## src/rtl/fta_io_timeout32.sv

```systemverilog
// Bus watchdog for the 32-bit FTA I/O segment: tracks bridge requests by tid and emits an
// error response for any request that no device answers within TIMEOUT cycles.
module fta_io_timeout32 #(
  parameter int unsigned CHANNELS = 2,
  parameter int unsigned DEPTH    = 4,
  parameter int unsigned TIMEOUT  = 1000,
  parameter int unsigned TID_W    = 13,
  parameter int unsigned PRI_W    = 4,
  localparam int unsigned CW      = $clog2(TIMEOUT + 1),
  localparam int unsigned OW      = $clog2(DEPTH + 1)
) (
  input  logic                      clk_i,
  input  logic                      rst_i,
  // Request bus, monitored only
  input  logic                      req_cyc,
  input  logic                      req_stb,
  input  logic [TID_W-1:0]          req_tid,
  input  logic [31:0]               req_padr,
  // Device response channels
  input  logic [CHANNELS-1:0]       chresp_ack,
  input  logic [CHANNELS-1:0]       chresp_err,
  input  logic [CHANNELS*TID_W-1:0] chresp_tid,
  // Synthesized timeout response
  output logic                      resp_ack_o,
  output logic                      resp_err_o,
  output logic                      resp_rty_o,
  output logic                      resp_next_o,
  output logic                      resp_stall_o,
  output logic [31:0]               resp_dat_o,
  output logic [PRI_W-1:0]          resp_pri_o,
  output logic [TID_W-1:0]          resp_tid_o,
  output logic [31:0]               resp_adr_o,
  output logic                      overflow,
  output logic [OW-1:0]             outstanding
);

  localparam int unsigned IW = (DEPTH > 1) ? $clog2(DEPTH) : 1;

  logic [DEPTH-1:0] r_valid;
  logic [TID_W-1:0] r_tid   [DEPTH];
  logic [31:0]      r_padr  [DEPTH];
  logic [CW-1:0]    r_count [DEPTH];
  logic             r_prev_hit;
  logic [TID_W-1:0] r_prev_tid;
  logic             r_err;
  logic [TID_W-1:0] r_rtid;
  logic [31:0]      r_radr;
  logic             r_overflow;
  logic [OW-1:0]    r_outstanding;

  logic             w_new;
  logic             w_hit;
  logic [DEPTH-1:0] w_retire;
  logic [DEPTH-1:0] w_emit;
  logic             w_emit_any;
  logic [IW-1:0]    w_emit_idx;
  logic [DEPTH-1:0] w_free;
  logic             w_free_any;
  logic [DEPTH-1:0] w_alloc;
  logic [DEPTH-1:0] w_valid_d;
  logic [OW-1:0]    w_cnt_d;

  // A request held across cycles with an unchanged tid is the same transaction.
  assign w_new = req_cyc & req_stb & ~(r_prev_hit & (r_prev_tid == req_tid));

  always_comb begin
    w_retire = '0;
    w_hit    = 1'b0;
    for (int unsigned c = 0; c < CHANNELS; c++) begin
      w_hit = 1'b0;
      if (chresp_ack[c] | chresp_err[c]) begin
        for (int unsigned i = 0; i < DEPTH; i++) begin
          if (!w_hit && r_valid[i] && (r_tid[i] == chresp_tid[c*TID_W +: TID_W])) begin
            w_retire[i] = 1'b1;
            w_hit       = 1'b1;
          end
        end
      end
    end
  end

  always_comb begin
    w_emit     = '0;
    w_emit_any = 1'b0;
    w_emit_idx = '0;
    w_free     = '0;
    w_free_any = 1'b0;
    for (int unsigned i = 0; i < DEPTH; i++) begin
      if (!w_emit_any && r_valid[i] && (r_count[i] == '0) && !w_retire[i]) begin
        w_emit[i]  = 1'b1;
        w_emit_any = 1'b1;
        w_emit_idx = IW'(i);
      end
      // Only slots free before this edge are candidates, so freed slots wait a cycle.
      if (!w_free_any && !r_valid[i]) begin
        w_free[i]  = 1'b1;
        w_free_any = 1'b1;
      end
    end
  end

  assign w_alloc   = w_new ? w_free : '0;
  assign w_valid_d = (r_valid & ~w_retire & ~w_emit) | w_alloc;

  always_comb begin
    w_cnt_d = '0;
    for (int unsigned i = 0; i < DEPTH; i++) begin
      w_cnt_d = w_cnt_d + OW'(w_valid_d[i]);
    end
  end

  always_ff @(posedge clk_i) begin
    if (rst_i) begin
      r_valid       <= '0;
      r_prev_hit    <= 1'b0;
      r_prev_tid    <= '0;
      r_err         <= 1'b0;
      r_rtid        <= '0;
      r_radr        <= '0;
      r_overflow    <= 1'b0;
      r_outstanding <= '0;
      for (int unsigned i = 0; i < DEPTH; i++) begin
        r_tid[i]   <= '0;
        r_padr[i]  <= '0;
        r_count[i] <= '0;
      end
    end else begin
      r_valid       <= w_valid_d;
      r_prev_hit    <= req_cyc & req_stb;
      r_prev_tid    <= req_tid;
      r_outstanding <= w_cnt_d;
      if (w_new && !w_free_any) begin
        r_overflow <= 1'b1;
      end
      for (int unsigned i = 0; i < DEPTH; i++) begin
        if (w_alloc[i]) begin
          r_tid[i]   <= req_tid;
          r_padr[i]  <= req_padr;
          r_count[i] <= CW'(TIMEOUT);
        end else if (r_valid[i] && (r_count[i] != '0)) begin
          r_count[i] <= r_count[i] - CW'(1);
        end
      end
      r_err  <= w_emit_any;
      r_rtid <= w_emit_any ? r_tid[w_emit_idx] : '0;
      r_radr <= w_emit_any ? r_padr[w_emit_idx] : '0;
    end
  end

  assign resp_ack_o   = 1'b0;
  assign resp_err_o   = r_err;
  assign resp_rty_o   = 1'b0;
  assign resp_next_o  = 1'b0;
  assign resp_stall_o = 1'b0;
  assign resp_dat_o   = 32'h0;
  assign resp_pri_o   = '0;
  assign resp_tid_o   = r_rtid;
  assign resp_adr_o   = r_radr;
  assign overflow     = r_overflow;
  assign outstanding  = r_outstanding;

endmodule

```

## config.mk

```make
export PLATFORM = sky130hd
export DESIGN_NAME = fta_io_timeout32
export DESIGN_NICKNAME = d
export VERILOG_FILES = /design/src/rtl/fta_io_timeout32.sv
export SDC_FILE = /design/constraint.sdc
export NUM_CORES = 1
export LEC_CHECK = 0
export CORE_MARGIN = 2
export CORE_UTILIZATION = 35
export CTS_BUF_LIST = sky130_fd_sc_hd__clkbuf_16
export DETAILED_ROUTE_END_ITERATION = 10
export HOLD_SLACK_MARGIN = 0.06
export SLEW_MARGIN = 20
export SYNTH_ARGS = -nofsm -noshare
export SYNTH_HDL_FRONTEND = slang
export SYNTH_SLANG_ARGS = --single-unit
```

## constraint.sdc

```tcl
create_clock -name clk_i -period 4.5 [get_ports clk_i]
set_input_delay 0.9 -clock clk_i [delete_from_list [all_inputs] [get_ports clk_i]]
set_output_delay 0.9 -clock clk_i [all_outputs]
set_load 0.005 [all_outputs]
```

==> After elaboration in Yosys (flattened, before gate mapping) <==
Memories as Yosys holds them, arrays and structs flattened. A register that Yosys moved wholly into a read port is not among the register bits.
Cells that the tools add are included.
{ "word_totals": {"regBits": 23, "ram_bits": 220, "input_bits": 79, "out_inout_bits": 90, "wordCells": 199, "memories": 3} }
{ "memory_table": {"columns": ["name", "words", "width", "rd", "rd_ports_with_merged_regs", "wr", "line_no", "text"], "rows": [
  ["r_padr", 4, 32, 1, 1, 4, "41", "logic [31:0] r_padr [DEPTH];"],
  ["r_tid", 4, 13, 5, 1, 4, "40", "logic [TID_W-1:0] r_tid [DEPTH];"],
  ["r_count", 4, 10, 4, 0, 4, "42", "logic [CW-1:0] r_count [DEPTH];"]
]} }
{ "op_classes": {"addsub": 7, "eq_ne": 9, "n_mux": 85, "bitwise_logic": 28, "reduce_logical": 61} }
{ "ops": {"columns": ["op", "n"], "rows": [
  ["32-bit 2-to-1 mux", 4],
  ["13-bit == test", 9],
  ["10-bit 2-to-1 mux", 8],
  ["1-bit 2-to-1 mux", 64],
  ["13-bit 2-to-1 mux", 4],
  ["10-bit logical NOT", 4],
  ["10-bit nonzero test", 4],
  ["10-bit by 1-bit subtractor with 10-bit output, second input constant", 4],
  ["1-bit logical AND", 33],
  ["1-bit logical NOT", 19],
  ["1-bit OR", 18],
  ["4-bit 2-to-1 mux", 3],
  ["4-bit bitwise AND", 2],
  ["4-bit inverter", 2],
  ["2-bit 2-to-1 mux", 2],
  ["4-bit OR", 1],
  ["2-bit by 1-bit adder with 3-bit output", 1],
  ["3-bit by 1-bit adder with 3-bit output", 1],
  ["1-bit bitwise AND", 3],
  ["1-bit by 1-bit adder with 2-bit output", 1],
  ["1-bit inverter", 2],
  ["2-bit OR reduction", 1]
]} }

==> Depth between registers and ports, before layout <==
Gate-level depths: netlist of the first run.
An unclocked memory read counts as a cell.
{ "logic_depth": {"depth_word": 46, "ltp_mapped": 15} }

==> Worst setup path before layout of the first run <==
Ideal clock, no wire load.
{ "synth_timing": {"kind": "input -> register", "from": "input port chresp_tid[14]", "to": "register r_outstanding[1] (netlist: outstanding[1])", "setup_ns": 0.127, "arrival_time_ns": 3.913, "path_slack_ns": 0.460, "cell_stages": 15, "n_path_buf": 3, "cell_sequence": "clkbuf_1 xnor2_1 nand4_1 or4_4 nand3_1 o31a_1 buf_2 clkbuf_1 nand2_1 a31o_2 nand2_1 fa_1 ha_1 ha_1 nor2b_1"} }
{ "synth_between": {"elab_chain_len": 26, "word_cells_on_any_way": 56} }
{ "synth_lines": {"columns": ["element", "line_no", "text"], "rows": [
  ["start: declaration", "22", "input logic [CHANNELS*TID_W-1:0] chresp_tid,"],
  ["13-bit == test", "73", "if (!w_hit && r_valid[i] && (r_tid[i] == chresp_tid[c*TID_W +: TID_W])) begin"],
  ["1-bit logical AND", "73", null],
  ["1-bit 2-to-1 mux", "73", null],
  ["1-bit 2-to-1 mux or 4-bit 2-to-1 mux (tied branches)", "71", "if (chresp_ack[c] | chresp_err[c]) begin"],
  ["1-bit logical NOT, on equally long branches", "73, 89", null],
  ["1-bit logical AND, on equally long branches", "73, 89", null],
  ["1-bit logical AND or 1-bit 2-to-1 mux (tied branches)", "73, 89", null],
  ["1-bit 2-to-1 mux or 1-bit logical NOT (tied branches)", "73, 89", null],
  ["(+12 left out)", null, null],
  ["1-bit logical AND", "89", "if (!w_emit_any && r_valid[i] && (r_count[i] == '0) && !w_retire[i]) begin"],
  ["1-bit 2-to-1 mux", "89", null],
  ["4-bit inverter", "103", "assign w_valid_d = (r_valid & ~w_retire & ~w_emit) | w_alloc;"],
  ["4-bit bitwise AND *", "103", null],
  ["4-bit OR *", "103", null],
  ["net w_valid_d[3]", "60", "logic [DEPTH-1:0] w_valid_d;"],
  ["3-bit by 1-bit adder with 3-bit output *", "108", "w_cnt_d = w_cnt_d + OW'(w_valid_d[i]);"],
  ["net w_cnt_d[1]", "61", "logic [OW-1:0] w_cnt_d;"],
  ["end signal: assignment", "131", "r_outstanding <= w_cnt_d;"],
  ["end: declaration", "49", "logic [OW-1:0] r_outstanding;"]
]} }
The timed path passes the listed nets; every way through them passes the cells marked *. The select of a mux whose other input is x is not followed.
A chain may end at the register's enable or synchronous reset.

==> Worst setup path in the final report of the first run <==
Ends and elaborated chain as after synthesis.

==> results of run 1 <==
-- kinds of logic after synthesis --
family	synth area share, %
simple gates	19.93
flops	53.88
compound gates	9.816
buf+inv	6.913
xor+xnor	8.707
fa+ha+maj	0.7277
other cells	0.02536
-- flip-flops by register name, summed over array words and instances, names as in the netlist --
name         count
r_valid          4
resp_adr_o      32
r_padr         128
r_count         40
outstanding      3
r_prev_hit       1
r_prev_tid      13
r_tid           52
resp_err_o       1
overflow         1
resp_tid_o      13
-- metrics by stage --
| stage | cell area (sq um) | power [mW] | cells | hold slack, ns |
|---|---|---|---|---|
| 2_1_floorplan | 14930 | 3.385 | 1462 | 0.4605 |
| 3_3_place_gp | 16750 | 3.587 | 2045 | 0.4969 |
| 3_5_place_dp | 16750 | 3.593 | 2045 | 0.4950 |
| 4_1_cts | 17690 | 5.963 | 2100 | 0.5121 |
| 5_1_grt | 17690 | 6.130 | 2100 | 0.5329 |
| 6_report | 17690 | 5.921 | 2100 | 0.5097 |
-- power by group --
group | total (mW) | switching, mW | internal (mW)
combinational | 0.489 | 0.268 | 0.221
clock | 2.38 | 1.05 | 1.32
sequential | 3.05 | 0.0829 | 2.97
total | 5.92 | 1.41 | 4.52
-- path summary, 6_finish.rpt --
| check | start | end |
|---|---|---|
| hold reg to reg | r_padr[1][10] | resp_adr_o[10] |
| setup / recovery | chresp_tid[14] | outstanding[1] |
| setup reg to reg | r_count[0][5] | outstanding[1] |
| hold / removal | r_padr[1][10] | resp_adr_o[10] |
-- cell type report --
| type | count | area share, % |
|---|---|---|
| inverters | 66 | 1.400 |
| clock buffers | 30 | 4.244 |
| clock inverters | 25 | 1.047 |
| flip-flops and latches | 288 | 45.04 |
| well taps | 539 | 3.812 |
| repair buffers | 191 | 10.55 |
| multi-input cells | 961 | 33.90 |
-- per-layer routing --
layer  up-vias  track usage [%]  share of wire (%)
met5         -                0              0.028
met4         2            6.456                2.5
met1      5438            24.83                 42
met2       451            33.59                 48
met3        87            3.531                7.1
li1       5150                -                  -
-- tightest hold or removal path, cell delays in order, from the launching register on --
cell	delay (ns)
edfxtp_1	0.32
nand2_1	0.05
a31oi_1	0.11
-- synth_stat cells (12+ instances only) --
cell and n:
nor4_1 12, xor2_1 28, xnor2_1 119, o21ai_0 48, clkbuf_1 75, nand2_1 114, nand4_1 23, buf_4 41
dfxtp_1 68, a41o_1 42, a31oi_1 46, buf_2 25, nor2_1 99, edfxtp_1 220, and4_1 49, and2_1 131
inv_1 66, nor3_1 52, nand2b_1 21, a21oi_1 64
==> flow_metrics.env, run 1 <==
export IMPL_place_ws_ns=-0.03311
export IMPL_path_depth=13
export IMPL_synth_async_reset_ratio_pct=0
export IMPL_cap_violations=0
export IMPL_cp_num_buf_inv=1
export IMPL_grt_antenna_before_repair=1
export IMPL_clock_latency_ns=0.59
export IMPL_start_kind="primary input"
export IMPL_grt_pass1_vias=11280
export IMPL_rsz0062_at_grt="false"
export IMPL_final_util_pct=42.27
export IMPL_setup_ws_ns=0.5306
export IMPL_fmax_mhz=251.9
export IMPL_dp_hpwl_um=27360
export IMPL_final_common_cell="edfxtp_1"
export IMPL_grt_max_degree=92
export IMPL_worstRegToRegCells=11
export IMPL_power_density_nw_per_um2=334.7
export IMPL_pin_count=169
export IMPL_timing_final_crit_share_pct=88.21
export IMPL_slew_violations=0
export IMPL_holdPathStages=2
export IMPL_min_period_ns=3.969
export IMPL_cp_max_fo=4
export IMPL_routabilityCongestion=0.9550
export IMPL_syn2layout_area_growth_pct=19.63
export IMPL_post_drt_via_cell_ratio=5.299
export IMPL_hold_path_class="reg -> reg"
export IMPL_multi_input_area_sq_um=5997
export IMPL_fin_nets=1625
export IMPL_critPathSlowestCell="clkdlybuf4s50_1"
export IMPL_clockBufferDepth=3
export IMPL_ctsHoldBuffers=0
export IMPL_max_stage_delay_ns=0.66
export IMPL_path_cells="clkdlybuf4s50_1, xnor2_1, nand4_1, or4_4, o22ai_4, o21bai_2, a2bb2oi_4, a31o_2, nand2_1, fa_1, ha_1, ha_1, nor2b_1"
export IMPL_cts_tree="built"
export IMPL_hold_viol=0
export IMPL_synth_edff_count=220
export IMPL_slew_headroom_pct=46.25
export IMPL_netlist_area_sq_um=14790
export IMPL_grt_overflow=0
export IMPL_ys_flop_type="edfxtp_1"
export IMPL_htree_levels=1
export IMPL_required_ns=4.94
export IMPL_mostFrequentLayoutCells="220 x edfxtp_1, 131 x and2_1, 128 x clkdlybuf4s50_1"
export IMPL_ant_nets=0
export IMPL_cp_arrival_ns=4.41
export IMPL_ys_seq_area_share_pct=53.88
export IMPL_fp_dieW_um=209.5
export IMPL_cts_sinks=288
export IMPL_setup_viol=0
export IMPL_drive_above_1_share_pct=8.264
export IMPL_start_util_pct=35.33
export IMPL_skew_ns=0.02157
export IMPL_chipHeight_um=209.5
export IMPL_grt_pass1_wl_um=66120
export IMPL_end_kind="register"
export IMPL_critPathKind="in -> reg"
export IMPL_fillers=4018
export IMPL_yosys_area_top_type="edfxtp_1"
export IMPL_yosysWarnings=0
export IMPL_die_area_sq_um=43910
export IMPL_peakVddDrop_uv=295.8
export IMPL_synth_area_top_cells="edfxtp_1 45%, dfxtp_1 9.2%, xnor2_1 7.0%, and2_1 5.5%, and4_1 2.9%"
export IMPL_rrSetupSlack_ns=0.81
export IMPL_netlist_area_leader_share_pct=44.68
export IMPL_first_iter_violations=835
export IMPL_num_antenna_cells=0
export IMPL_path_delay_family="simple AND/OR/NAND/NOR gates"
export IMPL_synth_seq_cells=288
export IMPL_synth_cells=1423
export IMPL_fp_row_count=75
export IMPL_remaining_drc_errors=0
export IMPL_firstDrtPassIters=7
export IMPL_grt_util_all_layers_pct=19.51
export IMPL_wirelength_um=43410
export IMPL_root_buffer="clkbuf_16"
export IMPL_timing_setup_tns_ns=0
export IMPL_wl_per_cell_um=20.67
export IMPL_cts_resized=0
export IMPL_portBuffers=128
export IMPL_max_slew_worst_pin_slew_ns=0.8062
export IMPL_synth_cell_type_count=52
export IMPL_post_cts_buffers=0
export IMPL_crit_top_cell="ha_1"
export IMPL_leakagePower_nw=6.740
export IMPL_syn_area_per_cell_sq_um=10.39
export IMPL_status="completed"
export IMPL_vias=11130
export IMPL_core_area_sq_um=41850
export IMPL_clk_pin_slew_worst_paths_ns=0.06
export IMPL_seqCellArea_sq_um=7968
export IMPL_cts_buffers=30
Note: power is estimated with default switching activity, not from simulation.
==> run 2: changes to the inputs <==
- ABC_AREA: unset -> 1
- CAP_MARGIN: unset -> 10
- GPL_TIMING_DRIVEN: unset -> 1
==> flow_metrics.env, run 2 <==
export IMPL_setup_viol=0
export IMPL_fmax_mhz=259.5
export IMPL_core_area_sq_um=41850
export IMPL_largest_reg_flops=128
export IMPL_min_from="overflow"
export IMPL_cts_resized=0
export IMPL_critPathKind="in -> reg"
export IMPL_synth_async_reset_ratio_pct=0
export IMPL_wl_per_cell_um=18.32
export IMPL_firstDrtPassIters=6
export IMPL_wirelength_um=46780
export IMPL_netlist_area_sq_um=14810
export IMPL_cts_buffers=31
export IMPL_grt_overflow=0
export IMPL_setup_ws_ns=0.6459
export IMPL_cp_max_fo=5
export IMPL_finalPower_mw=6.013
export IMPL_first_iter_violations=1041
export IMPL_fin_nets=2074
export IMPL_place_ws_ns=0.09777
export IMPL_final_common_cell="nor2_1"
export IMPL_clockBufferDepth=3
export IMPL_timing_hold_ws_ns=0.5189
export IMPL_fp_row_count=75
export IMPL_syn2layout_area_growth_pct=19.15
export IMPL_synthTopCellsByCount="427 x nor2_1, 408 x nand2_1, 265 x inv_1"
export IMPL_pin_count=169
export IMPL_post_cts_buffers=0
export IMPL_holdPathStages=1
export IMPL_root_buffer="clkbuf_16"
export IMPL_rrSetupSlack_ns=1.02
export IMPL_grt_antenna_before_repair=2
export IMPL_power_density_nw_per_um2=340.7
export IMPL_max_slew_worst_pin_slew_ns=0.8201
export IMPL_status="completed"
export IMPL_yosysMostFrequentCell="nor2_1"
export IMPL_netlist_area_leader_share_pct=44.60
export IMPL_routabilityCongestion=1.059
export IMPL_grt_pass1_wl_um=71160
export IMPL_post_drt_via_cell_ratio=4.814
export IMPL_clock_latency_ns=0.60
export IMPL_drive_above_1_share_pct=5.716
export IMPL_fp_dieW_um=209.7
export IMPL_slew_headroom_pct=45.33
export IMPL_syn_area_per_cell_sq_um=7.973
export IMPL_cp_arrival_ns=4.32
export IMPL_mostFrequentLayoutCells="427 x nor2_1, 403 x nand2_1, 276 x inv_1"
export IMPL_worstRegToRegCells=17
export IMPL_ant_nets=0
export IMPL_cts_tree="built"
export IMPL_start_util_pct=35.39
export IMPL_cts_sinks=288
export IMPL_remaining_drc_errors=0
export IMPL_hold_end="overflow"
export IMPL_end_kind="register"
export IMPL_skew_ns=0.02242
export IMPL_hold_path_class="reg -> reg"
export IMPL_synth_seq_cells=288
export IMPL_synth_cell_type_count=44
export IMPL_rsz0062_at_grt="false"
export IMPL_peakVddDrop_uv=294.8
export IMPL_clk_pin_slew_worst_paths_ns=0.06
export IMPL_grt_util_all_layers_pct=21.32
export IMPL_fillers=4188
export IMPL_ys_seq_area_share_pct=53.79
export IMPL_timing_final_crit_share_pct=85.65
export IMPL_hold_viol=0
export IMPL_r2r_end="outstanding[1]"
export IMPL_dp_hpwl_um=32560
export IMPL_cap_violations=0
export IMPL_chipHeight_um=209.7
export IMPL_slew_violations=0
export IMPL_synth_cells=1858
export IMPL_yosys_area_top_type="edfxtp_1"
export IMPL_ys_flop_type="edfxtp_1"
export IMPL_vias=12290
export IMPL_r2r_start="r_valid[0]"
export IMPL_reg_largest_list="r_padr: 128 flops, r_tid: 52 flops, r_count: 40 flops"
export IMPL_leakagePower_nw=7.704
export IMPL_synth_edff_count=220
export IMPL_ctsHoldBuffers=0
export IMPL_yosysWarnings=0
export IMPL_grt_pass1_vias=11910
export IMPL_grt_max_degree=69
export IMPL_fin_area_sq_um=17650
export IMPL_required_ns=4.97
export IMPL_timing_setup_tns_ns=0
export IMPL_min_period_ns=3.854
export IMPL_dpl_cell_area_sq_um=16690
export IMPL_die_area_sq_um=43980
export IMPL_htree_levels=1
export IMPL_portBuffers=128
export IMPL_synth_area_top_cells="edfxtp_1 45%, nor2_1 11%, nand2_1 10%, dfxtp_1 9.2%, inv_1 6.7%"
export IMPL_start_kind="primary input"
export IMPL_top_register="r_padr"
==> run 2: cells by family after synthesis <==
family,Yosys count,synth area share [%]
compound gates,140,5.102
xor+xnor,29,1.715
fa+ha+maj,8,0.7264
buf+inv,390,11.34
flops,288,53.79
other cells,1,0.02532
simple gates,1002,27.31
==> run 2: worst max-delay path by stage <==
stage | start | slack (ns) | cells past startpoint | endpoint
2_1_floorplan | chresp_tid[23] | 0.96 | 20 | outstanding[1]
3_3_place_gp | chresp_tid[12] | 0.11 | 19 | outstanding[1]
3_5_place_dp | chresp_tid[12] | 0.1 | 19 | outstanding[1]
4_1_cts | chresp_tid[12] | 0.71 | 19 | outstanding[1]
5_1_grt | chresp_tid[12] | 0.52 | 19 | outstanding[1]
6_report | chresp_tid[12] | 0.65 | 19 | outstanding[1]
==> run 2: report_power, final <==
group	internal [mW]	leakage [nW]	total, mW	switching [mW]
combinational	0.193	4.35	0.549	0.356
sequential	2.97	2.84	3.04	0.0706
clock	1.36	0.507	2.43	1.06
==> run 2: through the flow <==
step | instances | utilization [%]
after floorplan | 1897 | -
after global placement | 2493 | 39.87
after detailed placement | 2493 | 39.87
after CTS | 2551 | 42.16
after global routing | 2553 | 42.17
final | 2553 | 42.17
==> run 2: area by class of cell <==
| class | instances | area, sq um | area share [%] |
|---|---|---|---|
| Timing Repair Buffer | 156 | 1617 | 9.159 |
| Inverter | 291 | 1092 | 6.189 |
| Multi-Input combinational cell | 1219 | 5335 | 30.23 |
| Clock buffer | 31 | 775.7 | 4.395 |
| Clock inverter | 27 | 182.7 | 1.035 |
| Sequential cell | 288 | 7968 | 45.14 |
| Tap cell | 539 | 674.4 | 3.821 |
| Antenna cell | 2 | 5.005 | 0.02836 |
==> run 2: critical path, cell delays in order <==
cell	delay [ns]
clkdlybuf4s50_1	0.64
inv_2	0.09
nand2_1	0.23
nand2_1	0.10
nor2_1	0.10
nand2_1	0.11
nor2_1	0.15
nand3_1	0.16
nand3_1	0.17
nor2_1	0.08
a21oi_2	0.21
nand3_2	0.14
nand4_1	0.14
nand2_1	0.09
fa_1	0.46
ha_1	0.20
ha_1	0.29
inv_1	0.05
nor2_1	0.04
==> run 2: layer usage <==
metal / vias up / part of all wire (%) / track usage (%)
met2: 445 / 47 / 35.57
met1: 5762 / 44 / 28.88
met4: 0 / 3.1 / 7.753
li1: 6012 / - / -
met3: 71 / 5.6 / 2.110
met5: - / 0 / 0
